===== src/rtl/mem_arb_pkg.sv =====
// rtl/mem_arb_pkg.sv - shared state type and constants for the fetch/data memory arbiter
package mem_arb_pkg;

  typedef enum logic [1:0] {
    IDLE   = 2'd0,
    I_BUSY = 2'd1,
    D_BUSY = 2'd2
  } arb_state_t;

  localparam logic [3:0] BYTE_EN_WORD = 4'hF;
  localparam int         WDOG_W       = 16;

endpackage


===== src/rtl/mem_arb_wdog.sv =====
// rtl/mem_arb_wdog.sv - transaction watchdog: counts unacknowledged busy cycles
module mem_arb_wdog #(
  parameter int TIMEOUT = 255
) (
  input  logic clk,
  input  logic rst_n,
  input  logic clr,
  input  logic en,
  output logic expire
);
  import mem_arb_pkg::*;

  localparam logic [WDOG_W:0] LIMIT = (WDOG_W + 1)'(TIMEOUT);

  logic [WDOG_W-1:0] count;
  logic [WDOG_W:0]   count_next;

  // Expire fires on the cycle whose increment makes the count reach TIMEOUT,
  // so the memory port sees exactly TIMEOUT busy cycles before the abort.
  assign count_next = {1'b0, count} + (WDOG_W + 1)'(1);
  assign expire     = en && (count_next == LIMIT);

  always_ff @(posedge clk or negedge rst_n) begin
    if (!rst_n) begin
      count <= '0;
    end else if (clr) begin
      count <= '0;
    end else if (en) begin
      count <= count + WDOG_W'(1);
    end
  end

endmodule


===== src/rtl/mem_arbiter.sv =====
// rtl/mem_arbiter.sv - serialises fetch and data requests onto one variable-latency memory port
module mem_arbiter #(
  parameter int TIMEOUT = 255
) (
  input  logic        CLK,
  input  logic        RST,
  input  logic        I_Req,
  input  logic [31:0] I_Addr,
  output logic [31:0] I_Data,
  output logic        I_Valid,
  input  logic        D_Req,
  input  logic        D_W_En,
  input  logic [31:0] D_Addr,
  input  logic [31:0] D_W_Data,
  input  logic [3:0]  D_Byte_En,
  output logic [31:0] D_R_Data,
  output logic        D_Valid,
  output logic        MEM_Req,
  output logic        MEM_W_En,
  output logic [31:0] MEM_Addr,
  output logic [31:0] MEM_W_Data,
  output logic [3:0]  MEM_Byte_En,
  input  logic        MEM_Ack,
  input  logic [31:0] MEM_R_Data,
  output logic        Stall_F,
  output logic        Stall_M,
  output logic        Bus_Err
);
  import mem_arb_pkg::*;

  arb_state_t state;
  logic       d_elig;
  logic       i_elig;
  logic       busy;
  logic       ack;
  logic       abort;
  logic       grant_d;
  logic       grant_i;

  // A requester still shows its finished request during its Valid cycle.
  assign d_elig  = D_Req & ~D_Valid;
  assign i_elig  = I_Req & ~I_Valid;
  assign busy    = (state != IDLE);
  assign ack     = MEM_Req & MEM_Ack;
  assign Stall_F = I_Req & ~I_Valid;
  assign Stall_M = D_Req & ~D_Valid;

  always_comb begin
    grant_d = 1'b0;
    grant_i = 1'b0;
    case (state)
      IDLE: begin
        grant_d = d_elig;
        grant_i = ~d_elig & i_elig;
      end
      I_BUSY:  grant_d = ack & d_elig;
      D_BUSY:  grant_i = ack & i_elig;
      default: ;
    endcase
  end

  mem_arb_wdog #(
    .TIMEOUT(TIMEOUT)
  ) u_wdog (
    .clk   (CLK),
    .rst_n (RST),
    .clr   (grant_d | grant_i),
    .en    (busy & ~ack),
    .expire(abort)
  );

  always_ff @(posedge CLK or negedge RST) begin
    if (!RST) begin
      state       <= IDLE;
      MEM_Req     <= 1'b0;
      MEM_W_En    <= 1'b0;
      MEM_Addr    <= '0;
      MEM_W_Data  <= '0;
      MEM_Byte_En <= '0;
      I_Data      <= '0;
      D_R_Data    <= '0;
      I_Valid     <= 1'b0;
      D_Valid     <= 1'b0;
      Bus_Err     <= 1'b0;
    end else begin
      I_Valid <= 1'b0;
      D_Valid <= 1'b0;

      if (state == I_BUSY && (ack || abort)) begin
        I_Valid <= 1'b1;
        I_Data  <= abort ? 32'h0 : MEM_R_Data;
      end
      if (state == D_BUSY && (ack || abort)) begin
        D_Valid <= 1'b1;
        if (abort) begin
          D_R_Data <= 32'h0;
        end else if (!MEM_W_En) begin
          D_R_Data <= MEM_R_Data;
        end
      end
      if (abort) begin
        Bus_Err <= 1'b1;
      end

      // A grant on an ack edge hands the port straight to the other requester.
      if (grant_d) begin
        state       <= D_BUSY;
        MEM_Req     <= 1'b1;
        MEM_W_En    <= D_W_En;
        MEM_Addr    <= D_Addr;
        MEM_W_Data  <= D_W_Data;
        MEM_Byte_En <= D_W_En ? D_Byte_En : BYTE_EN_WORD;
      end else if (grant_i) begin
        state       <= I_BUSY;
        MEM_Req     <= 1'b1;
        MEM_W_En    <= 1'b0;
        MEM_Addr    <= I_Addr;
        MEM_Byte_En <= BYTE_EN_WORD;
      end else if (ack || abort) begin
        state   <= IDLE;
        MEM_Req <= 1'b0;
      end
    end
  end

endmodule


===== config.mk =====
export PLATFORM = sky130hd
export DESIGN_NAME = mem_arbiter
export DESIGN_NICKNAME = d
export VERILOG_FILES = /design/src/rtl/mem_arb_pkg.sv /design/src/rtl/mem_arb_wdog.sv /design/src/rtl/mem_arbiter.sv
export SDC_FILE = /design/constraint.sdc
export NUM_CORES = 1
export LEC_CHECK = 0
export ABC_AREA = 1
export CAP_MARGIN = 20
export CORE_AREA = 2 2 149 151
export DETAILED_ROUTE_END_ITERATION = 12
export DIE_AREA = 0 0 151 153
export SYNTH_ARGS = -nofsm -noshare
export SYNTH_HDL_FRONTEND = slang
export SYNTH_SLANG_ARGS = --single-unit
export TNS_END_PERCENT = 30

===== constraint.sdc =====
create_clock -name CLK -period 2.4 [get_ports CLK]
set_input_delay 0.36 -clock CLK [delete_from_list [all_inputs] [get_ports CLK]]
set_output_delay 0.36 -clock CLK [all_outputs]
set_load 0.02 [all_outputs]

==> tab_implementation.tex <==
\begin{tabular}{lr}
\hline
Metric & Value \\
\hline
\multicolumn{2}{l}{\textbf{Clock network}} \\
Root buf cell & sky130\_fd\_sc\_hd\_\_clkbuf\_16 \\
\# clock sinks & 155 \\
Clock insertion delay at the later pin of the skew report & 0.42 ns \\
TritonCTS clock tree & done \\
Clock H-tree levels & 4 \\
Worst-case clock buffer depth & 2 \\
Number of buffers created by CTS & 17 \\
Post-CTS clock slew at the launch and capture registers of the worst setup and hold paths & 0.07 ns \\
\multicolumn{2}{l}{\textbf{Finish}} \\
Number of antenna cells inserted & 0 \\
Most common cell after layout, fill and taps aside & sky130\_fd\_sc\_hd\_\_nand2\_1 \\
Final cell count without fillers & 1420 \\
Post-layout net count & 1267 \\
Layout cell share with drive strength beyond 1 & 0.0930 \\
Commonest cells after routing, fill and taps aside & 317 x sky130\_fd\_sc\_hd\_\_nand2\_1, 275 x sky130\_fd\_sc\_hd\_\_clkdlybuf4s50\_1, 153 x sky130\_fd\_sc\_hd\_\_dfrtp\_1, 61 x sky130\_fd\_sc\_hd\_\_inv\_1, 48 x sky130\_fd\_sc\_hd\_\_nor2\_1 \\
Area growth syn-to-layout & 57.7\% \\
\multicolumn{2}{l}{\textbf{Routing}} \\
Iteration-0 DRC count of the detailed router & 292 \\
Pre-antenna DRT Iters & 5 \\
Detailed-route vias per instance & 4.65 \\
Final wirelength & 22.4 mm \\
Vias & 6608 \\
Routed len/inst & 15.8 microns \\
DRT antenna net count & 0 \\
DRC violation count after routing & 0 \\
\multicolumn{2}{l}{\textbf{Floorplan}} \\
I/O Pins & 277 \\
Std-Cell Core Area & 0.0215 sq mm \\
Placement Rows & 54 \\
Initial Utilization & 0.327 \\
Height of the die & 153 microns \\
Die Footprint & 0.0231 sq mm \\
Chip width & 151 microns \\
\multicolumn{2}{l}{\textbf{GRT}} \\
Maximum number of pins on one net before global-route repair & 65 \\
Vias in the first global route & 6312 \\
Congestion Overflow GR & 0 \\
Wire length of the first global-routing pass & 34.3 mm \\
Antenna violations before repair & 0 \\
Overall Global Routing Usage & 0.191 \\
\multicolumn{2}{l}{\textbf{Power and ir drop}} \\
Areal power density over the cells & 1330 mW/mm\^{}2 \\
Sequential Power Share & 0.312 \\
Total power & 14.7 mW \\
Switching power as a share of total power & 0.415 \\
Peak VDD IR & 0.553 mV \\
Cell internal power dissipation & 8.59 mW \\
Logic pwr share & 0.502 \\
Switching power of the nets & 6.10 mW \\
Proportion of power drawn by the clock network & 0.185 \\
Leakage power & 5.00 nW \\
\multicolumn{2}{l}{\textbf{STA}} \\
Maximum operating frequency & 435 MHz \\
Max-slew violation count & 0 \\
Number of setup violations in the final report & 0 \\
Post-route fraction of the period consumed by the critical path & 0.957 \\
Worst-margin pin slew & 0.481 ns \\
Final count of hold timing violations & 0 \\
Setup Skew & 0.00903 ns \\
Shortest period the worst path allows & 2.30 ns \\
Worst path setup slack after routing & 0.102 ns \\
Rel. slew slack & 0.679 \\
\multicolumn{2}{l}{\textbf{Placed design}} \\
Pre-CTS WS & 0.00206 ns \\
\# port buffers & 276 \\
Total instance count after detailed placement & 1370 \\
DPL Wire Length & 15.8 mm \\
Final RePlAce weighted congestion & 0.855 \\
\multicolumn{2}{l}{\textbf{Run status}} \\
Status & completed \\
\multicolumn{2}{l}{\textbf{Synth}} \\
Warnings, synthesis & 0 \\
Cell accounting for the most synthesized area & sky130\_fd\_sc\_hd\_\_dfrtp\_1 \\
Sequential cell area fraction in the yosys report & 0.553 \\
Post-Synthesis Cells & 839 \\
Area contributors post-synth & sky130\_fd\_sc\_hd\_\_dfrtp\_1 55\%, sky130\_fd\_sc\_hd\_\_nand2\_1 17\%, sky130\_fd\_sc\_hd\_\_a21boi\_0 3.5\% \\
Mean instance size in the synthesized netlist & 8.36 sq um \\
Number of distinct library cells after synthesis & 30 \\
Synthesis-stage register bit count & 155 \\
Net Count, Synth & 979 \\
Post-synth design cell area & 0.00702 sq mm \\
Share of the synthesized area in the top cell type & 0.553 \\
\multicolumn{2}{l}{\textbf{Critical path}} \\
Startpoint types & flip-flop \\
Type of the worst setup path & reg2reg \\
Worst Path Required & 2.75 ns \\
Arrival time at the worst endpoint & 2.65 ns \\
Kind of capture point of the worst setup path & flip-flop \\
Maximum net fanout on the critical path & 5 \\
\multicolumn{2}{l}{\textbf{Hold path}} \\
Worst hold-check path type & in2async \\
\multicolumn{2}{l}{\textbf{Run}} \\
Max-cap violation count & 0 \\
\hline
\end{tabular}
## power groups by stage
stage / Sequential, mW / Clock [mW] / Combinational (mW)
2_1_floorplan: 5.84 / 0 / 2.45
3_3_place_gp: 4.60 / 0 / 7.20
3_5_place_dp: 4.62 / 0 / 7.25
4_1_cts: 4.59 / 2.79 / 7.28
5_1_grt: 4.73 / 2.92 / 8.02
6_report: 4.59 / 2.72 / 7.38
## logic make-up after synthesis
group / share of synthesized area
compound gates: 0.115
xor+xnor: 0.00125
fa+ha+maj: 0.00357
buf+inv: 0.0671
flops: 0.553
simple gates: 0.260
## routing by layer
| layer | vias up | track usage | share of wire |
|---|---|---|---|
| met5 | - | 0 | 0 |
| li1 | 3281 | - | - |
| met1 | 3053 | 0.245 | 0.42 |
| met3 | 23 | 0.0746 | 0.098 |
| met4 | 0 | 0.0565 | 0.018 |
| met2 | 251 | 0.297 | 0.46 |
## repair_timing
item                                   4_1_cts  5_1_grt
buffers inserted                             0       14
hold buffers                                 1        0
setup endpoints to repair                    4       64
pin swaps                                    0       11
endpoints found under the hold margin       43        0
resized for setup                            1       23
cloned                                       0        4
## worst paths after layout
kind                                        startpoint                     endpoint  slack [ns]  depth (start not counted)
setup / recovery           u_wdog.count[1]$_DFFE_PN0P_       I_Data[18]$_DFFE_PN0P_        0.10                         16
hold / removal                                     RST  u_wdog.count[4]$_DFFE_PN0P_        0.45                          2
setup reg to reg           u_wdog.count[1]$_DFFE_PN0P_       I_Data[18]$_DFFE_PN0P_        0.10                         16
hold reg to reg              MEM_W_Data[7]$_DFFE_PN0P_    MEM_W_Data[7]$_DFFE_PN0P_        0.47                          2
max in group asynchronous                          RST   MEM_W_Data[14]$_DFFE_PN0P_        1.23                          3
min in group CLK                          D_W_Data[24]   MEM_W_Data[24]$_DFFE_PN0P_        0.47                          3
## through the flow
| stage | instance area (sq um) | hold slack (ns) | utilization | setup TNS [ns] |
|---|---|---|---|---|
| after floorplan | 7020 | 0.0644 | - | 0 |
| after global placement | 10200 | 0.335 | 0.474 | 0 |
| after detailed placement | 10200 | 0.341 | 0.474 | 0 |
| after CTS | 10800 | 0.448 | 0.502 | 0 |
| after global routing | 11100 | 0.458 | 0.515 | -0.632 |
| final | 11100 | 0.446 | 0.515 | 0 |
## cell usage after synthesis (all sizes together)
master,n
nor2,59
o22a,4
inv,62
a31oi,33
nand3,16
dfrtp,155
a21boi,33
nand3b,1
nor3,2
a21oi,8
o211ai,3
nand2,325
ha,2
o21ai,45
o21bai,2
buf,17
xnor2,1
clkbuf,33
nand4,37
o22ai,1
## final cells by class
class	instances	area, sq um
Inverter	62	233
Sequential cell	155	3880
Timing Repair Buffer	319	3260
Multi-Input combinational cell	572	2750
Fill cell	2065	10400
Clock buffer	18	439
Tap cell	280	350
Clock inverter	14	150
## state kept, by name, indices dropped and copies added, names as in the netlist, 2 cells and up
signal	count
D_R_Data	32
I_Data	32
MEM_Addr	32
MEM_Byte_En	4
MEM_W_Data	32
state	2
u_wdog.count	16
## worst max-delay path, cell delays in order, from the launching register on
cell and delay [ns]:
sky130_fd_sc_hd__dfrtp_2 0.42, sky130_fd_sc_hd__ha_4 0.18, sky130_fd_sc_hd__nand2_4 0.06, sky130_fd_sc_hd__nor2_4 0.16, sky130_fd_sc_hd__buf_6 0.12, sky130_fd_sc_hd__nand3_2 0.07
sky130_fd_sc_hd__nand2_2 0.08, sky130_fd_sc_hd__nand2_2 0.06, sky130_fd_sc_hd__nor2_1 0.10, sky130_fd_sc_hd__nand2_1 0.09, sky130_fd_sc_hd__nor2_4 0.12, sky130_fd_sc_hd__nand2_4 0.09
sky130_fd_sc_hd__a21oi_4 0.22, sky130_fd_sc_hd__buf_6 0.17, sky130_fd_sc_hd__clkbuf_16 0.15, sky130_fd_sc_hd__nand2_1 0.05, sky130_fd_sc_hd__o21ai_1 0.08
No activity file was read; power rests on OpenSTA's default activity.
